**config.mk**
```make
export PLATFORM = sky130hd
export DESIGN_NAME = uart_rx_flat
export DESIGN_NICKNAME = d
export VERILOG_FILES = /design/src/rtl/uart_rx_if.sv /design/src/rtl/uart_rx.sv /design/src/flat_wrapper.sv
export SDC_FILE = /design/constraint.sdc
export NUM_CORES = 1
export LEC_CHECK = 0
export CORE_ASPECT_RATIO = 1.25
export CORE_UTILIZATION = 56
export CTS_CLUSTER_DIAMETER = 40
export DETAILED_ROUTE_END_ITERATION = 10
export MAX_ROUTING_LAYER = met4
export PLACE_DENSITY = 0.83
export SYNTH_ARGS = -nofsm -noshare
export SYNTH_HDL_FRONTEND = slang
export SYNTH_SLANG_ARGS = --single-unit
```
**constraint.sdc**
```tcl
create_clock -name clk -period 2.65 [get_ports clk]
set_clock_uncertainty 0.05 [all_clocks]
set_input_delay 0.265 -clock clk [delete_from_list [all_inputs] [get_ports clk]]
set_output_delay 0.265 -clock clk [all_outputs]
set_load 0.05 [all_outputs]
```
**src/rtl/uart_rx_if.sv**
```systemverilog
// Serial receive bundle: raw line in, received byte with valid/error pulses out.
// Latency: none, wires only.
// Backpressure: none; dv and frame_err are one-cycle pulses that the consumer must take when they fire.
interface uart_rx_if #(
    parameter int DATA_WIDTH = 8
);
    logic                  rx;
    logic                  dv;
    logic [DATA_WIDTH-1:0] data;
    logic                  active;
    logic                  frame_err;

    // Line driver / byte consumer side
    modport master (
        output rx,
        input  dv,
        input  data,
        input  active,
        input  frame_err
    );

    // Receiver side
    modport slave (
        input  rx,
        output dv,
        output data,
        output active,
        output frame_err
    );
endinterface

```
**src/rtl/uart_rx.sv**
```systemverilog
// Oversampling UART receiver: start, DATA_WIDTH bits LSB first, one stop bit.
// Latency: dv/frame_err registered 2 + HALF_BIT + (DATA_WIDTH+1)*CLK_PER_BIT clocks after rx is first sampled low.
// Backpressure: none; each frame produces a single-cycle dv or frame_err pulse, data holds until the next dv.
module uart_rx #(
    parameter int CLOCK_RATE = 100_000_000,
    parameter int BAUD_RATE  = 115_200,
    parameter int DATA_WIDTH = 8
) (
    input logic     clk,
    input logic     arst_n,
    uart_rx_if.slave bus
);
    localparam int CLK_PER_BIT = CLOCK_RATE / BAUD_RATE;
    localparam int HALF_BIT    = CLK_PER_BIT / 2;
    localparam int CW          = $clog2(CLK_PER_BIT);
    localparam int BW          = (DATA_WIDTH > 1) ? $clog2(DATA_WIDTH) : 1;

    // Too few clocks per bit leaves no room for a mid-bit sample point
    generate
        if (CLK_PER_BIT < 4) begin : g_bad_rate
            $error("uart_rx: CLOCK_RATE/BAUD_RATE must be at least 4");
        end
    endgenerate

    localparam logic [CW-1:0] BIT_LAST  = CW'(CLK_PER_BIT - 1);
    localparam logic [CW-1:0] HALF_LAST = CW'(HALF_BIT - 1);
    localparam logic [BW-1:0] DATA_LAST = BW'(DATA_WIDTH - 1);

    typedef enum logic [2:0] {
        IDLE    = 3'd0,
        START   = 3'd1,
        RX_DATA = 3'd2,
        STOP    = 3'd3,
        CLEANUP = 3'd4
    } state_t;

    logic                  rx_meta, rx_s;
    state_t                state_q, state_d;
    logic [CW-1:0]         clk_cnt_q, clk_cnt_d;
    logic [BW-1:0]         bit_cnt_q, bit_cnt_d;
    logic [DATA_WIDTH-1:0] shift_q, shift_d;
    logic [DATA_WIDTH-1:0] data_q, data_d;
    logic                  dv_q, dv_d;
    logic                  frame_err_q, frame_err_d;
    logic                  active_q, active_d;
    logic                  armed_q, armed_d;

    // Two-flop synchronizer on the asynchronous line; resets to the idle level
    always_ff @(posedge clk) begin
        if (!arst_n) begin
            rx_meta <= 1'b1;
            rx_s    <= 1'b1;
        end else begin
            rx_meta <= bus.rx;
            rx_s    <= rx_meta;
        end
    end

    // State and output registers
    always_ff @(posedge clk) begin
        if (!arst_n) begin
            state_q     <= IDLE;
            clk_cnt_q   <= '0;
            bit_cnt_q   <= '0;
            shift_q     <= '0;
            data_q      <= '0;
            dv_q        <= 1'b0;
            frame_err_q <= 1'b0;
            active_q    <= 1'b0;
            armed_q     <= 1'b0;
        end else begin
            state_q     <= state_d;
            clk_cnt_q   <= clk_cnt_d;
            bit_cnt_q   <= bit_cnt_d;
            shift_q     <= shift_d;
            data_q      <= data_d;
            dv_q        <= dv_d;
            frame_err_q <= frame_err_d;
            active_q    <= active_d;
            armed_q     <= armed_d;
        end
    end

    // Next-state and output decode; pulses default low so they last one cycle
    always_comb begin
        state_d     = state_q;
        clk_cnt_d   = clk_cnt_q;
        bit_cnt_d   = bit_cnt_q;
        shift_d     = shift_q;
        data_d      = data_q;
        dv_d        = 1'b0;
        frame_err_d = 1'b0;
        active_d    = active_q;
        armed_d     = armed_q;

        case (state_q)
            IDLE: begin
                clk_cnt_d = '0;
                bit_cnt_d = '0;
                // A line held low after a framing error (break) must go high before we re-arm
                if (rx_s) begin
                    armed_d = 1'b1;
                end
                if (armed_q && !rx_s) begin
                    state_d  = START;
                    active_d = 1'b1;
                end
            end
            START: begin
                if (clk_cnt_q == HALF_LAST) begin
                    clk_cnt_d = '0;
                    if (!rx_s) begin
                        state_d = RX_DATA;
                    end else begin
                        // Start bit did not survive to mid-bit: treat as a glitch
                        state_d  = IDLE;
                        active_d = 1'b0;
                    end
                end else begin
                    clk_cnt_d = clk_cnt_q + CW'(1);
                end
            end
            RX_DATA: begin
                if (clk_cnt_q == BIT_LAST) begin
                    clk_cnt_d          = '0;
                    shift_d[bit_cnt_q] = rx_s;
                    if (bit_cnt_q == DATA_LAST) begin
                        bit_cnt_d = '0;
                        state_d   = STOP;
                    end else begin
                        bit_cnt_d = bit_cnt_q + BW'(1);
                    end
                end else begin
                    clk_cnt_d = clk_cnt_q + CW'(1);
                end
            end
            STOP: begin
                if (clk_cnt_q == BIT_LAST) begin
                    clk_cnt_d = '0;
                    state_d   = CLEANUP;
                    active_d  = 1'b0;
                    if (rx_s) begin
                        data_d = shift_q;
                        dv_d   = 1'b1;
                    end else begin
                        frame_err_d = 1'b1;
                        armed_d     = 1'b0;
                    end
                end else begin
                    clk_cnt_d = clk_cnt_q + CW'(1);
                end
            end
            CLEANUP: begin
                // Leaves mid stop-bit so a following start edge is not missed
                state_d = IDLE;
            end
            default: begin
                state_d   = IDLE;
                active_d  = 1'b0;
                clk_cnt_d = '0;
                bit_cnt_d = '0;
            end
        endcase
    end

    assign bus.dv        = dv_q;
    assign bus.frame_err = frame_err_q;
    assign bus.data      = data_q;
    assign bus.active    = active_q;
endmodule

```
**src/flat_wrapper.sv**
```systemverilog
// flat-port wrapper written by rule: the top's interface ports become plain ports
module uart_rx_flat 
#(
    parameter int CLOCK_RATE = 100_000_000,
    parameter int BAUD_RATE  = 115_200,
    parameter int DATA_WIDTH = 8
)
  (clk, arst_n, bus_rx, bus_dv, bus_data, bus_active, bus_frame_err);
  uart_rx_if #(.DATA_WIDTH(DATA_WIDTH)) bus_i ();
  input logic clk;
  input logic arst_n;
  input wire logic [$bits(bus_i.rx)-1:0] bus_rx;
  output wire logic [$bits(bus_i.dv)-1:0] bus_dv;
  output wire logic [$bits(bus_i.data)-1:0] bus_data;
  output wire logic [$bits(bus_i.active)-1:0] bus_active;
  output wire logic [$bits(bus_i.frame_err)-1:0] bus_frame_err;
  assign bus_i.rx = bus_rx;
  assign bus_dv = bus_i.dv;
  assign bus_data = bus_i.data;
  assign bus_active = bus_i.active;
  assign bus_frame_err = bus_i.frame_err;
  uart_rx #(.CLOCK_RATE(CLOCK_RATE), .BAUD_RATE(BAUD_RATE), .DATA_WIDTH(DATA_WIDTH)) u_core (.clk(clk), .arst_n(arst_n), .bus(bus_i));
endmodule
```
==> impl_metrics.ini <==
[yosys]
synth_top_family_by_area = simple AND/OR/NAND/NOR gates
synth_nets = 202
synth_edf_count = 0
synth-seq-cells = 38
synth_warnings = 0
synthAdderAreaFrac = 0.0289
synth-xor-area-share = 0.00505
avgSynthCellArea_um2 = 8.89
syn_area_mm2 = 0.00173
syn_inst = 195
synth_cell_type_count = 43
async_flop_share = 0
synth_compound_gate_area_share = 0.148
yosys.area_share.simple = 0.247
synth_ff_type = dfxtp_1
synthMuxAreaShare = 0.0924
yosysSeqAreaShare = 0.439

[clocking]
cts_hold_buf = 0
cts_num_sinks = 38
insertion_delay_ps = 340
htreeDepth = 2
clk_path_buf_depth = 2
cts_inserted_buffers = 5
ctsResizeCount = 0
cts_tree = done
cts.clk_slew.worst_paths_ps = 100
post-cts-setup-buffers = 0
root_buffer = clkbuf_4

[timing]
fin_crit_ps = 2350
worst_pin_slew_ps = 632
fin_tns_setup_ps = 0
timing.final.crit_share = 0.885
slew_headroom = 0.579
rsz0062_at_grt = no
hold_viol = 0
slew_violations = 0
setup_viol = 0
max_freq_ghz = 0.426
setup_slack_ps = 305

[grt]
grt-busiest-layer = met2
grt_max_degree = 22
use_met1 = 0.225
grt.overflow.total = 0
met3_usage = 0.0762
use_met2 = 0.481
grt_first_pass_wirelength_um = 6100
track_usage = 0.258
antenna_found_initial = 0
grt_pass1_vias = 1406

[routing]
first_iter_violations = 57
wl_per_cell_um = 15.1
vias = 1436
wl_um = 3640
drc_errors = 0
ant_nets = 0
vias_per_cell = 5.96
dr.pass1.iters = 4

[worst_setup_path]
startpoint_type = flop
crit_arrival_ps = 2570
rr_worst_depth = 5
cp-startpoint = u_core.clk_cnt_q[8]$_SDFFE_PN0N_
reg2reg_from = u_core.clk_cnt_q[8]$_SDFFE_PN0N_
cp.required_ps = 2870
critPathKind = flop to flop
cp-end-kind = flop
crit_fanout = 7

[floorplan]
core_area_mm2 = 0.00295
initial_core_util = 0.589
die-area_mm2 = 0.00332
die_x_um = 51.8
io_pins = 14
core.rowCount = 22
die_h_um = 64.2

[final_layout]
final_layout_size_suffix_gt1_frac = 0.0634
antenna_cells = 0
area_delta_synth_final_pct = 13.0
fin_nets = 212
fin_util = 0.665

[power_and_ir_drop]
p_per_area_mw_per_mm2 = 515
ir_drop_v = 0.000408
total_leakage_power_nw = 0.763

[placement]
place_ws_ps = 366
place.gp.congestion = 0.815
port_buffers = 13
place_hpwl_um = 2570

[worst_hold_path]
hold_depth = 1
hold_path_class = flop to flop
hold_start = u_core.rx_meta$_SDFF_PN1_

[job]
maxCapViolCount = 0

[outcome]
outcome = complete, no violations
[per-layer routing]
layer,wire (um),share of wire
met2,2040,0.56
met4,82,0.023
met3,119,0.033
met5,0,0
met1,1390,0.38
[state kept, by name (all words and copies together), names as in the netlist]
register / cells
u_core.clk_cnt_q: 10
u_core.state_q: 3
u_core.rx_s: 1
u_core.armed_q: 1
u_core.rx_meta: 1
u_core.bus.active: 1
u_core.shift_q: 8
u_core.bit_cnt_q: 3
u_core.bus.dv: 1
u_core.bus.frame_err: 1
u_core.bus.data: 8
[logic make-up (layout without fill, tap and decap cells)]
kind of cell | count (synthesis) | in the layout
flip-flops | 38 | 38
multiplexers | 16 | 16
AO/OA/AOI/OAI | 36 | 36
buffers and inverters | 18 | 28
AND/OR/NAND/NOR | 82 | 82
adder cells (fa/ha/maj) | 4 | 4
XOR/XNOR | 1 | 1
[critical path, cell delays in order, from the launching register on]
cell       delay, ps
dfxtp_1          390
or3b_4           430
or4_4            540
o2bb2ai_2        190
or4_1            520
a21oi_1          150
[power by group]
| group | switching (mW) | internal, mW |
|---|---|---|
| clock | 0.179 | 0.220 |
| combinational | 0.0207 | 0.0108 |
| sequential | 0.00457 | 0.575 |
[cells in the final DEF (no fill, tap or decap), types with 3 or more instances in the layout]
cell and instances:
a31oi_1 7, nand3_1 7, o211ai_1 3, clkbuf_4 5
ha_1 4, nor2_1 22, a21oi_1 7, inv_1 6
o21ai_0 3, dfxtp_1 38, nand2b_1 6, clkdlybuf4s50_1 13
mux2i_1 16, nor3_1 4, nand2_1 23, nand3b_1 3
nor3b_1 3
[final timing paths]
kind / to / slack [ps]
worst max-delay path: u_core.state_q[0]$_SDFFE_PN0P_ / 300
worst min-delay path: u_core.rx_s$_SDFF_PN1_ / 370
worst max register to register: u_core.state_q[0]$_SDFFE_PN0P_ / 300
worst min register to register: u_core.rx_s$_SDFF_PN1_ / 370
[area by class of cell]
class,instances,area (um^2)
clock buffer,6,51.3
clock inverter,1,30.0
fill,249,986
inverter,6,22.5
multi-input combinational,139,905
sequential,38,761
tap,36,45.0
timing repair buffer,15,145
[stage by stage]
step	power, mW	hold WS, ps	cells	area [um^2]
floorplan	0.614	316	195	1730
global placement	0.623	355	234	1880
detailed placement	0.624	347	234	1880
CTS	1.02	378	241	1960
global route	1.04	386	241	1960
finish	1.01	372	241	1960
[synthesized netlist by cell type, drive strengths merged (2+ instances only)]
cell type / n / area (um^2)
a211oi: 2 / 15.0
ha: 4 / 50.1
mux2i: 16 / 160
nand3b: 3 / 22.5
a22oi: 2 / 15.0
nor3: 5 / 36.3
clkbuf: 11 / 41.3
a41oi: 2 / 17.5
o211ai: 3 / 22.5
nand3: 7 / 35.0
nor3b: 3 / 22.5
dfxtp: 38 / 761
o311ai: 2 / 17.5
nor2: 22 / 82.6
nand2b: 6 / 37.5
o21ai: 3 / 15.0
o2bb2ai: 2 / 23.8
or3b: 2 / 20.0
inv: 6 / 22.5
and3: 2 / 12.5
a21oi: 7 / 35.0
or4: 3 / 26.3
nand2: 23 / 86.3
a31oi: 7 / 43.8
(Power assumes the default switching activity.)
